===== src/rtl/score_pkg.sv =====
// Shared types and base-points table for the score event sequencer.
// Build option: SCORE_SOFTDROP_EN enables soft-drop point accumulation.
package score_pkg;

    localparam int DIGIT_W   = 5;
    localparam int LEVEL_W   = 4;
    localparam int MAX_LEVEL = 9;

    typedef logic [DIGIT_W-1:0] bcd_digit_t;
    // Lane [0] = ones .. lane [3] = thousands
    typedef bcd_digit_t [3:0] bcd_score_t;

    typedef enum logic {
        IDLE,
        ISSUE
    } seq_state_t;

    // Base points per line count, BCD {th,hu,te,on}; entry 0 is unused
    localparam bcd_score_t BASE_PTS [0:4] = '{
        {DIGIT_W'(0), DIGIT_W'(0), DIGIT_W'(0), DIGIT_W'(0)},
        {DIGIT_W'(0), DIGIT_W'(0), DIGIT_W'(4), DIGIT_W'(0)},
        {DIGIT_W'(0), DIGIT_W'(1), DIGIT_W'(0), DIGIT_W'(0)},
        {DIGIT_W'(0), DIGIT_W'(3), DIGIT_W'(0), DIGIT_W'(0)},
        {DIGIT_W'(1), DIGIT_W'(2), DIGIT_W'(0), DIGIT_W'(0)}
    };

endpackage


===== src/rtl/score_event_sequencer_lut.sv =====
// Line-count to base-points lookup with a validity flag.
// Line counts of 0 or above 4 report invalid and zero points.
module score_base_lut
    import score_pkg::*;
(
    input  logic [2:0]  lines_i,
    output bcd_score_t  points_o,
    output logic        valid_o
);

    // Decode the line count into its base BCD points
    always_comb begin
        points_o = '0;
        valid_o  = 1'b0;
        case (lines_i)
            3'd1: begin points_o = BASE_PTS[1]; valid_o = 1'b1; end
            3'd2: begin points_o = BASE_PTS[2]; valid_o = 1'b1; end
            3'd3: begin points_o = BASE_PTS[3]; valid_o = 1'b1; end
            3'd4: begin points_o = BASE_PTS[4]; valid_o = 1'b1; end
            default: begin points_o = '0; valid_o = 1'b0; end
        endcase
    end

endmodule


===== src/rtl/score_event_sequencer.sv =====
// Turns line-clear events into per-cycle BCD increments, repeated level+1 times.
// Build option: SCORE_SOFTDROP_EN adds softdrop_pulse and a pending point counter.
module score_event_sequencer
    import score_pkg::*;
(
    input  logic               clk,
    input  logic               reset,
    input  logic               ev_valid,
    input  logic [2:0]         ev_lines,
    input  logic [LEVEL_W-1:0] level,
`ifdef SCORE_SOFTDROP_EN
    input  logic               softdrop_pulse,
`endif
    output logic               ev_ready,
    output bcd_score_t         score_to_add,
    output logic               busy,
    output logic               award_done
);

    seq_state_t         state_q;
    bcd_score_t         score_q;
    logic               busy_q;
    logic               done_q;
    logic [LEVEL_W-1:0] rep_q;
    logic [LEVEL_W-1:0] lvl_clamp;
    bcd_score_t         lut_pts;
    logic               lut_valid;
    logic               accept;
`ifdef SCORE_SOFTDROP_EN
    logic [3:0]         pending_q;
    logic               flush;
`endif

    score_base_lut u_lut (
        .lines_i  (ev_lines),
        .points_o (lut_pts),
        .valid_o  (lut_valid)
    );

    assign ev_ready  = (state_q == IDLE);
    assign accept    = ev_valid && ev_ready;
    assign lvl_clamp = (level > LEVEL_W'(MAX_LEVEL)) ? LEVEL_W'(MAX_LEVEL) : level;

`ifdef SCORE_SOFTDROP_EN
    // Soft-drop points go out only on idle cycles with no event taken
    assign flush = ev_ready && !accept && (pending_q != 4'd0);
`endif

    assign score_to_add = score_q;
    assign busy         = busy_q;
    assign award_done   = done_q;

    // Award FSM: registered increments, repeat count and done pulse
    always_ff @(posedge clk or posedge reset) begin
        if (reset) begin
            state_q <= IDLE;
            score_q <= '0;
            busy_q  <= 1'b0;
            done_q  <= 1'b0;
            rep_q   <= '0;
`ifdef SCORE_SOFTDROP_EN
            pending_q <= 4'd0;
`endif
        end else begin
            done_q <= 1'b0;
            unique case (state_q)
                IDLE: begin
                    score_q <= '0;
                    busy_q  <= 1'b0;
                    if (accept && lut_valid) begin
                        state_q <= ISSUE;
                        score_q <= lut_pts;
                        busy_q  <= 1'b1;
                        rep_q   <= lvl_clamp;
                        done_q  <= (lvl_clamp == '0);
                    end
`ifdef SCORE_SOFTDROP_EN
                    else if (flush) begin
                        score_q <= bcd_score_t'(DIGIT_W'(pending_q));
                    end
`endif
                end
                ISSUE: begin
                    if (rep_q != '0) begin
                        rep_q  <= rep_q - 1'b1;
                        done_q <= (rep_q == LEVEL_W'(1));
                    end else begin
                        state_q <= IDLE;
                        score_q <= '0;
                        busy_q  <= 1'b0;
                    end
                end
            endcase
`ifdef SCORE_SOFTDROP_EN
            if (flush) begin
                pending_q <= softdrop_pulse ? 4'd1 : 4'd0;
            end else if (softdrop_pulse && pending_q < 4'd9) begin
                pending_q <= pending_q + 4'd1;
            end
`endif
        end
    end

endmodule


===== config.mk =====
export PLATFORM = sky130hd
export DESIGN_NAME = score_event_sequencer
export DESIGN_NICKNAME = d
export VERILOG_FILES = /design/src/rtl/score_pkg.sv /design/src/rtl/score_event_sequencer_lut.sv /design/src/rtl/score_event_sequencer.sv
export SDC_FILE = /design/constraint.sdc
export NUM_CORES = 1
export LEC_CHECK = 0
export ABC_AREA = 1
export CAP_MARGIN = 30
export CELL_PAD_IN_SITES_DETAIL_PLACEMENT = 2
export CELL_PAD_IN_SITES_GLOBAL_PLACEMENT = 2
export CORE_MARGIN = 2
export CORE_UTILIZATION = 23
export DETAILED_ROUTE_END_ITERATION = 8
export PLACE_DENSITY = 0.94
export SLEW_MARGIN = 0
export SYNTH_ARGS = -nofsm -noshare
export SYNTH_HDL_FRONTEND = slang
export SYNTH_SLANG_ARGS = --single-unit

===== constraint.sdc =====
create_clock -name clk -period 1.76 [get_ports clk]
set_input_delay 0.352 -clock clk [delete_from_list [all_inputs] [get_ports clk]]
set_output_delay 0.352 -clock clk [all_outputs]
set_load 0.02 [all_outputs]

Yosys cells after proc, flatten, opt, wreduce, memory -nomap -nowiden
Cells that the tools add are included.
{"block": "word_totals", "ram_bits": 0, "reg_bits": 27, "elab_cells": 42, "mem_bits_ro": 0, "latchBits": 0, "output_inout_bits": 23, "in_bits": 10, "memories": 0}
{"block": "classes", "n_mux": 17, "addsub": 1, "order_cmp": 1, "eq_ne": 8, "n_shift": 0, "bitwise": 1, "n_reduce_logical": 6, "div": 0, "mul": 0}
{"op": "$pmux 16 s4", "n": 1}
{"op": "$mux 20", "n": 2}
{"op": "$pmux 20 s2", "n": 1}
{"op": "$mux 4", "n": 3}
{"op": "$pmux 4 s2", "n": 1}
{"op": "$eq 3x2->1 const B", "n": 2}
{"op": "$mux 1", "n": 6}
{"op": "$pmux 1 s2", "n": 3}
{"op": "$eq 4x1->1 const B", "n": 1}
{"op": "$gt 4x4->1 const B", "n": 1}
{"op": "$logic_not 4->1", "n": 1}
{"op": "$ne 2x1->1 const B", "n": 2}
{"op": "$reduce_bool 4->1", "n": 1}
{"op": "$reduce_or 4->1", "n": 1}
{"op": "$sub 4x1->4 const B", "n": 1}
{"op": "$eq 3x1->1 const B", "n": 1}
{"op": "$eq 3x3->1 const B", "n": 1}
{"op": "$logic_and 1x1->1", "n": 2}
{"op": "$ne 2x2->1 const B", "n": 1}
{"op": "$reduce_and 2->1", "n": 1}
{"op": "$not 1->1", "n": 1}

Logic depth before layout (Yosys ltp)
Gate-level depths: netlist of the first run.
{"block": "depth", "word_depth": 6, "mapped_depth": 7, "depth_no_buf": 7}

Hierarchy
Synthesis of the first run repeated with hierarchy kept, for this count alone.
{"block": "unflattened", "cells_unflattened": 166, "area_unflattened_um2": 1363.8}
{"mod": "score_event_sequencer", "area_each_um2": 1192.4, "n_inst": 1, "cells_per_inst": 138, "seq_area_each_um2": 675.6}
{"mod": "score_base_lut", "area_each_um2": 171.4, "n_inst": 1, "cells_per_inst": 28, "seq_area_each_um2": 0.0}

Worst setup path after synthesis of the first run
Ideal clock, no wire load.
{"block": "synth_timing", "path_kind": "register -> register", "from": "reg rep_q[0]", "to": "reg rep_q[2]", "t_arrival_ps": 1095, "path_buffers": 0, "stages_incl_launch_ff": 7, "period_less_slack_ps": 1212, "setup_ps": 117, "path_slack_ps": 548, "required_ps": 1643, "path_cell_list": "dfrtp_1 -> inv_1 -> ha_1 -> a21oi_4 -> inv_4 -> nand3_1 -> nand2_1"}
{"block": "synth_via", "elab_chain_len": 3, "word_cells_on_any_way": 6, "classes_between": "add/sub (1); eq/ne (1); mux (2); reduce/logical (2)"}
{"item": "start, declared", "line": "score_event_sequencer.sv:24", "rtl": "logic [LEVEL_W-1:0] rep_q;"}
{"item": "start signal, assigned", "line": "score_event_sequencer.sv:74", "rtl": "rep_q <= lvl_clamp;"}
{"item": "start signal, assigned", "line": "score_event_sequencer.sv:85", "rtl": "rep_q <= rep_q - 1'b1;"}
{"item": "$sub 4x1->4 or $reduce_bool 4->1 (tied branches)", "line": "score_event_sequencer.sv:85, score_event_sequencer.sv:84"}
{"item": "$mux 4 or $ne 2x1->1 (tied branches)"}
{"item": "$pmux 4 s2 or $reduce_and 2->1 (tied branches)"}
Several ways; a longest one is shown, not always the timed one. The select of a mux whose other input is x is not followed.
A chain may end at the register's enable or synchronous reset.

Worst setup path after layout of the first run
{"block": "layout_timing", "from": "reg score_q (netlist bit score_to_add[11])", "to": "out score_to_add[11] in the netlist's numbering"}
{"item": "start, declared", "line": "score_event_sequencer.sv:21", "rtl": "bcd_score_t score_q;"}
{"item": "start signal, assigned", "line": "score_event_sequencer.sv:72", "rtl": "score_q <= lut_pts;"}
{"item": "end, declared", "line": "score_event_sequencer.sv:15", "rtl": "output bcd_score_t score_to_add,"}
No word-level cell between the ends.

==> results.md, run 1 <==
Clock tree:
- TritonCTS built the clock tree.
- The number of buffers inserted by post-CTS setup repair is 0.
- The clock sink count is 11.
- The maximum buffer depth of the clock tree is 2.
- The clock insertion delay at the later pin of the skew report is 280 ps.
- Clock-pin slew was measured on the worst setup and hold paths at 80 ps.
- The cell chosen for the clock root is sky130_fd_sc_hd__clkbuf_4.
- In this run the number of H-tree levels came out at 1.
- The number of buffers created by CTS is 3.
- In this run, post-CTS hold repair placed 0 buffers.

Floorplanning:
- The initial core utilization is ~24%.
- The die is between 60 and 70 um tall.
- The die covers ~3700 um2.
- The floorplan has 20 rows.
- The number of top-level design ports is 33.
- In this run the standard cell core region covers a little over 3000 um2.
- The die is 60.7 um wide.

Final layout:
- The final cell utilization of the core is 30.2%.
- The proportion of layout cells with a drive suffix above 1 is between 10 and 15%.
- From synthesis to final layout, the design area changed by 25.1%.
- After the last flow step, the layout net total stands at 130.
- After routing the design area is ~920 um2.
- The antenna diode count is 0.
- The number of filler cells placed in the layout is 385.

Placement:
- The count of input and output buffers is 16.
- The half-perimeter wire length of the detailed placement result is approximately 1.6 mm.
- After detailed placement, the total cell area comes to 897 um2.
- The worst setup timing slack at the placement stage is ~110 ps.
- The final estimated routing congestion in global placement is 0.781.

Yosys:
- The cell area after technology mapping is around 740 um2.
- The total number of yosys warnings is 0.
- In the post-synthesis netlist, the biggest area contributors are sky130_fd_sc_hd__dfrtp_1 (37%), sky130_fd_sc_hd__buf_4 (16%), sky130_fd_sc_hd__nand2_1 (14%).
- The register bit total from synthesis is 11.
- After synthesis, the most frequently instantiated cells are sky130_fd_sc_hd__nand2_1 (27), sky130_fd_sc_hd__buf_4 (16), sky130_fd_sc_hd__dfrtp_1 (11), sky130_fd_sc_hd__nand3_1 (10), sky130_fd_sc_hd__nor2_1 (8).
- The synthesized area per cell is between 7 and 8 um2.
- In the synthesized netlist the dominant register cell turns out to be sky130_fd_sc_hd__dfrtp_1.
- The number of enable-type register cells in the synthesized netlist is 0.
- The distinct cell type count of the synthesized netlist is 19.
- The share of synthesized area in the top cell type comes to a little under two fifths.
- The proportion of synthesized chip area in sequential cells is a little under two fifths.
- The synthesized instance count is 97.
- Among all cell types in the netlist, the one instantiated most often is sky130_fd_sc_hd__nand2_1.
- The post-synthesis async set-or-reset flop share is between 90% and 100%.
- The biggest area contributor in the post-synthesis netlist is sky130_fd_sc_hd__dfrtp_1.

GRT:
- Entering global routing, the biggest net connects 12 pins.
- For this run, the total global-route usage over all layers was measured as roughly an eighth.
- The total grt overflow is 0.
- The first global-routing pass estimated 3.11 mm of wire.
- The via count of the first global-routing pass is 641.
- The initial antenna violation count is 0.

Critical path:
- The kind of critical path is reg2out.
- The cell type group with the largest total delay on the critical path is buffers and inverters.
- The highest fanout seen on the critical path is 2.
- The cell type of the slowest stage on the worst timing path is sky130_fd_sc_hd__clkdlybuf4s50_1.
- The peak per-stage delay on the critical path is approximately 600 ps.
- The data required time at the worst endpoint is 1410 ps.
- The number of buffers and inverters on the critical path is 1.
- STA puts the critical path data arrival time at about 1300 ps.
- The kind of start point of the critical path is a register.
- Traced cell by cell, the critical path runs through clkdlybuf4s50_1.
- The kind of capture point of the worst setup path is an output port.

Route:
- The first routing iteration left 4 violations.
- The detailed-route via count is about 640.
- The post-detailed-route DRC marker count is 0.
- The per-cell routed wire length is 12.3 um.
- In this run the remaining antenna-violating nets after routing total 0.
- The via-per-instance ratio is 3.94.
- The detailed-route wire length is about 2 mm.
- The first TritonRoute pass finished after 4 iterations.

STA:
- The total count of hold-check failures in the final report is 0.
- Across the routed clock network, the largest skew measured is approximately 7.5 ps.
- The minimum period implied by the final worst setup slack is roughly 1600 ps.
- Setup repair after global routing left no endpoint under its margin.
- The sum of negative setup slack is 0 ps.
- Setup violations remaining at the end of the flow were counted as 0.
- Setup slack on the critical path of the routed design comes to 162 ps.
- Timing would allow up to ~630 MHz.
- The final clock period utilization by the worst path is 90.8%.
- The number of slew-limit violations in the final report is 0.

Run status:
- The run finished with clean final reports.

Power and ir drop:
- The post-route total power is between 0.001 and 0.0015 W.
- The ratio of total power to cell area is 1420 nW/um2.
- The worst-case IR drop observed on VDD is approximately 0.44 mV.
- The static leakage power is roughly 0.47 nW.

Job:
- The tool flagged a number of max-cap violations equal to 0.

Hold path:
- The kind of path behind the tightest hold check is in2async.
-- placed cells by master (no fill, tap or decap) --
cell type	Yosys	routed
sky130_fd_sc_hd__nand4_1	1	1
sky130_fd_sc_hd__dlygate4sd2_1	0	1
sky130_fd_sc_hd__ha_1	2	2
sky130_fd_sc_hd__inv_2	1	1
sky130_fd_sc_hd__inv_1	7	7
sky130_fd_sc_hd__clkbuf_4	0	3
sky130_fd_sc_hd__clkinv_2	0	1
sky130_fd_sc_hd__o21ai_1	1	1
sky130_fd_sc_hd__nor2_4	1	1
sky130_fd_sc_hd__clkdlybuf4s50_1	0	15
sky130_fd_sc_hd__xnor2_1	1	1
sky130_fd_sc_hd__nand2_2	1	1
sky130_fd_sc_hd__buf_4	16	1
sky130_fd_sc_hd__nor2_1	8	8
sky130_fd_sc_hd__nand2_1	27	27
sky130_fd_sc_hd__or2_2	1	1
sky130_fd_sc_hd__o21ai_0	5	5
sky130_fd_sc_hd__conb_1	1	16
sky130_fd_sc_hd__inv_4	1	1
sky130_fd_sc_hd__nand2_4	1	1
sky130_fd_sc_hd__nand3_1	10	10
sky130_fd_sc_hd__dfrtp_1	11	11
sky130_fd_sc_hd__a21oi_4	1	1
-- cell type report --
type	count	area, um2	share of cell area (%)
multi-input cells	76	363	39.3
flip-flops and latches	11	275	29.8
repair buffers	17	166	18.0
well taps	44	55.1	5.96
inverters	9	36.3	3.93
clock buffers	3	22.5	2.44
clock inverters	1	5.00	0.542
-- layer usage --
| layer | vias up | global-route usage, % | part of all wire (%) |
|---|---|---|---|
| li1 | 310 | - | - |
| met4 | 0 | 4.66 | 0.30 |
| met3 | 2 | 3.84 | 4.4 |
| met5 | - | 0 | 0 |
| met1 | 308 | 14.5 | 42 |
| met2 | 15 | 20.4 | 53 |
-- flip-flops by register name, indices dropped and copies added (netlist names) --
register      cells
busy              1
state_q           1
award_done        1
rep_q             4
score_to_add      4
-- per-stage QoR --
step,hold slack (ps),cells
after detailed placement,469,157
after global placement,466,157
after floorplan,204,112
final,373,161
after CTS,373,161
after global routing,398,161
-- path summary, 6_finish.rpt --
kind | startpoint | endpoint | slack, ps | depth (start not counted)
min | reset | rep_q[2] | 370 | 2
max in group asynchronous | reset | rep_q[1] | 1080 | 2
min reg2reg | score_to_add[15] | score_to_add[15] | 480 | 2
max reg2reg | rep_q[0] | rep_q[1] | 310 | 7
min in group clk | score_to_add[15] | score_to_add[15] | 480 | 2
max | score_to_add[11] | score_to_add[11] | 160 | 1
-- report_power, final --
group	switching [W]	internal [W]
sequential	0.0000933	0.000336
clock	0.0000944	0.0000843
combinational	0.000442	0.000262
-- logic make-up (layout without fill, tap and decap cells) --
group	after synthesis	after routing	synth area share, %
flops	11	11	37.3
buf+inv	25	30	21.2
fa+ha+maj	2	2	3.39
other cells	1	16	0.508
simple gates	50	50	30.2
compound gates	7	7	6.27
xor+xnor	1	1	1.19
-- what timing repair did --
action,CTS,global route
gates resized for setup,1,0
endpoints found under the setup margin,1,0
hold endpoints to repair,0,0
Power figures use the tool's default switching activity.
==> run 2, diff against run 1 <==
Settings changed: CTS_CLUSTER_DIAMETER from default to 200.
==> results of run 2 <==
Final layout, timing and power as in run 1 (identical DEF).
==> run 3, diff against run 2 <==
--- a/constraint.sdc
+++ b/constraint.sdc
@@ -3,2 +3,2 @@
 set_output_delay 0.352 -clock clk [all_outputs]
-set_load 0.02 [all_outputs]
+set_load 0.05 [all_outputs]
==> run 3 against run 2 <==
  * Maximum frequency grew 12%
  * Die area did not move
  * First-iteration DRC count is 50% lower
  * Sequential share of layout area increased by 0.41 points
  * Critical path depth is 6 higher
  * Setup slack better by 170 ps
  * Register-to-register slack better by 20 ps
  * Clock skew grew 0.67 ps
  * Non-clock buffer count shrank 1
  * Hold slack lost 8.9 ps
  * Critical endpoint is now rep_q[2]
  * Largest cell class unchanged
==> results.md, run 3 (synthesis results as in run 1) <==
Power and ir drop:
- The fraction of power spent switching nets is 52.2% (+4.2 points).
- The part of the power in the clock network was 12.9% (-0.7 points).
- The peak supply drop was 0.341 mV (-22%).
- The switching power came to 0.000756 W (+20%).
- The post-route total power came to 0.00145 W (+10%).
- The static leakage power was 0.477 nW (+1.8%).
- The ratio of total power to cell area is 1590 nW/um2 (+12%).
- The proportion of power drawn by combinational gates is 57.3% (+3.7 points).
- The register share of total power is 29.8% (-2.9 points).
- The internal power is 0.000692 W (+1.5%).

STA:
- The number of slew-limit violations in the final report came to 0 (unchanged).
- The sum of negative setup slack was 0 ps (unchanged).
- Setup repair after global routing left no endpoint under its margin.
- The total setup violations reported at the end of the flow is 0 (unchanged).
- The final clock period utilization by the worst path was 81.3% (-9.5 points).
- The setup skew after layout is 8.13 ps (+0.667 ps).
- The minimum period implied by the final worst setup slack came to 1430 ps (-168 ps).
- The total count of hold-check failures in the final report is 0 (unchanged).
- The top achievable clock speed is 699 MHz (+12%).

Clock tree:
- The number of buffers added to fix hold violations after cts is 0 (unchanged).
- The clock insertion delay at the later pin of the skew report was 280 ps (about the same).
- The cell sitting at the root of the clock tree is a sky130_fd_sc_hd__clkbuf_4.
- TritonCTS built the clock tree.
- The clock sink count was 11 (unchanged).
- The maximum buffer depth of the clock tree is 2 (unchanged).
- The clock slew seen by the registers of the worst setup and hold paths is 80 ps (about the same).
- The number of H-tree levels is 1 (unchanged).
- The post-cts repair resize count is 0 (-1).
- The number of buffers inserted by post-CTS setup repair is 0 (unchanged).
- The number of buffers created by CTS is 3 (unchanged).

Final layout:
- The net count of the finished layout is 129 (-0.77%).
- The proportion of layout cells with a drive suffix above 1 is 14.7% (+4.4 points).
- In the layout the commonest cells are sky130_fd_sc_hd__nand2_1 (27), sky130_fd_sc_hd__conb_1 (16), sky130_fd_sc_hd__dfrtp_1 (11).
- The number of filler cells placed in the layout is 382 (-0.78%).
- From synthesis to final layout, the design area changed by 23.4%.
- The final cell utilization of the core is 29.8% (-0.41 points).
- The area occupied by multi-input gates was 363 um2 (unchanged).
- The commonest non-fill, non-tap cell in the layout is sky130_fd_sc_hd__nand2_1.
- The antenna diode count is 0 (unchanged).
- The area occupied by registers was 275 um2 (unchanged).

Critical path:
- The setup slack on the worst flop-to-flop path was 330 ps (+20 ps).
- The data required time at the worst endpoint is 1990 ps (+580 ps).
- The arrival time reported for the critical path endpoint is 1660 ps (+410 ps).
- The reg-to-reg endpoint is rep_q[2].
- The length in cells of the worst reg-to-reg path is 7 (unchanged).
- The kind of capture point of the worst setup path is a register.
- The highest fanout seen on the critical path is 7 (+5).
- The setup path with the least slack is of type reg2reg.
- The beginning of the worst register-to-register path is rep_q[0].
- The kind of start point of the critical path is a register.

Floorplanning:
- The placeable core region is 3050 um2 (unchanged).
- The die extent in x is 60.7 um (unchanged).
- The initial core utilization is 24.2% (unchanged).
- The die span in y is 60.7 um (unchanged).
- The number of top-level design ports is 33 (unchanged).
- The count of standard-cell rows came to 20 (unchanged).
- The floorplan die area is 3680 um2 (unchanged).

GRT:
- The overall fraction of global-route tracks in use is 11.9% (-0.26 points).
- The initial antenna violation count was 0 (unchanged).
- The via count of the first global-routing pass is 650 (+1.4%).
- The first-pass GRT wire length is 3.11 mm (unchanged).
- The total grt overflow is 0 (unchanged).
- The largest net degree at the start of global routing is 12 (unchanged).

Route:
- The post-detailed-route DRC marker count is 0 (unchanged).
- The via-per-instance ratio is 4.03 (+2.1%).
- The per-cell routed wire length came to 11.9 um (-3.9%).
- The detailed-route wire length is 1.90 mm (-4.5%).
- The final antenna-violating net count is 0 (unchanged).
- The number of design-rule violations left by the first detailed-router iteration is 2 (-2).
- The number of search-and-repair iterations in the first detailed-routing pass came to 4 (unchanged).
- The detailed-route via count is 644 (+1.4%).

Run status:
- The flow ran to the end, and the final reports show no timing, DRC or antenna violations.

Placement:
- The count of input and output buffers is 16 (unchanged).
- The final estimated routing congestion in global placement is 0.774 (-0.90%).
- The half-perimeter wire length of the detailed placement result is 1.59 mm (-3.6%).

Job:
- The number of max-cap violations is 0 (unchanged).

Hold path:
- The kind of path behind the tightest hold check is in2async.
run 3: worst max path at each step:
stage	startpoint	to	slack [ps]
final	rep_q[0]	rep_q[2]	330
after global routing	rep_q[0]	rep_q[2]	200
after CTS	rep_q[0]	rep_q[2]	330
after detailed placement	ev_lines[2]	rep_q[2]	120
after global placement	ev_lines[2]	rep_q[2]	210
after floorplan	rep_q[0]	rep_q[2]	550
run 3: critical path, cell delays in order, from the launching register on:
cell and delay (ps):
sky130_fd_sc_hd__dfrtp_1 410, sky130_fd_sc_hd__inv_1 90, sky130_fd_sc_hd__ha_1 260, sky130_fd_sc_hd__a21oi_4 280, sky130_fd_sc_hd__inv_4 90, sky130_fd_sc_hd__nand2_4 100, sky130_fd_sc_hd__nand2_1 80, sky130_fd_sc_hd__nand2_1 70
run 3: through the flow:
| stage | setup slack (ps) | cells | instance area (um2) | hold WS, ps |
|---|---|---|---|---|
| floorplan | 548 | 112 | 795 | 204 |
| global placement | 205 | 156 | 885 | 468 |
| detailed placement | 116 | 156 | 885 | 469 |
| CTS | 326 | 160 | 911 | 384 |
| global route | 201 | 160 | 911 | 397 |
| finish | 330 | 160 | 911 | 364 |
run 3: per-layer routing:
metal / part of all wire, % / track usage (%) / vias to the layer above / wire length (um)
li1: - / - / 309 / -
met1: 42 / 14.2 / 314 / 796
met2: 51 / 19.5 / 16 / 970
met3: 4.7 / 3.20 / 5 / 90
met4: 2.1 / 6.52 / 0 / 39
met5: 0 / 0 / - / 0
run 3: area by class of cell:
class / count / area share, %
well taps: 44 / 6.04
inverters: 9 / 3.98
clock buffers: 4 / 2.88
flip-flops and latches: 11 / 30.2
repair buffers: 16 / 17.0
multi-input cells: 76 / 39.8
run 3: power groups by stage:
stage	registers [W]	logic [W]	clock network, W
finish	0.000432	0.000830	0.000187
CTS	0.000436	0.000842	0.000190
detailed placement	0.000440	0.000834	0
floorplan	0.000505	0.000534	0
global route	0.000447	0.000912	0.000207
global placement	0.000434	0.000794	0
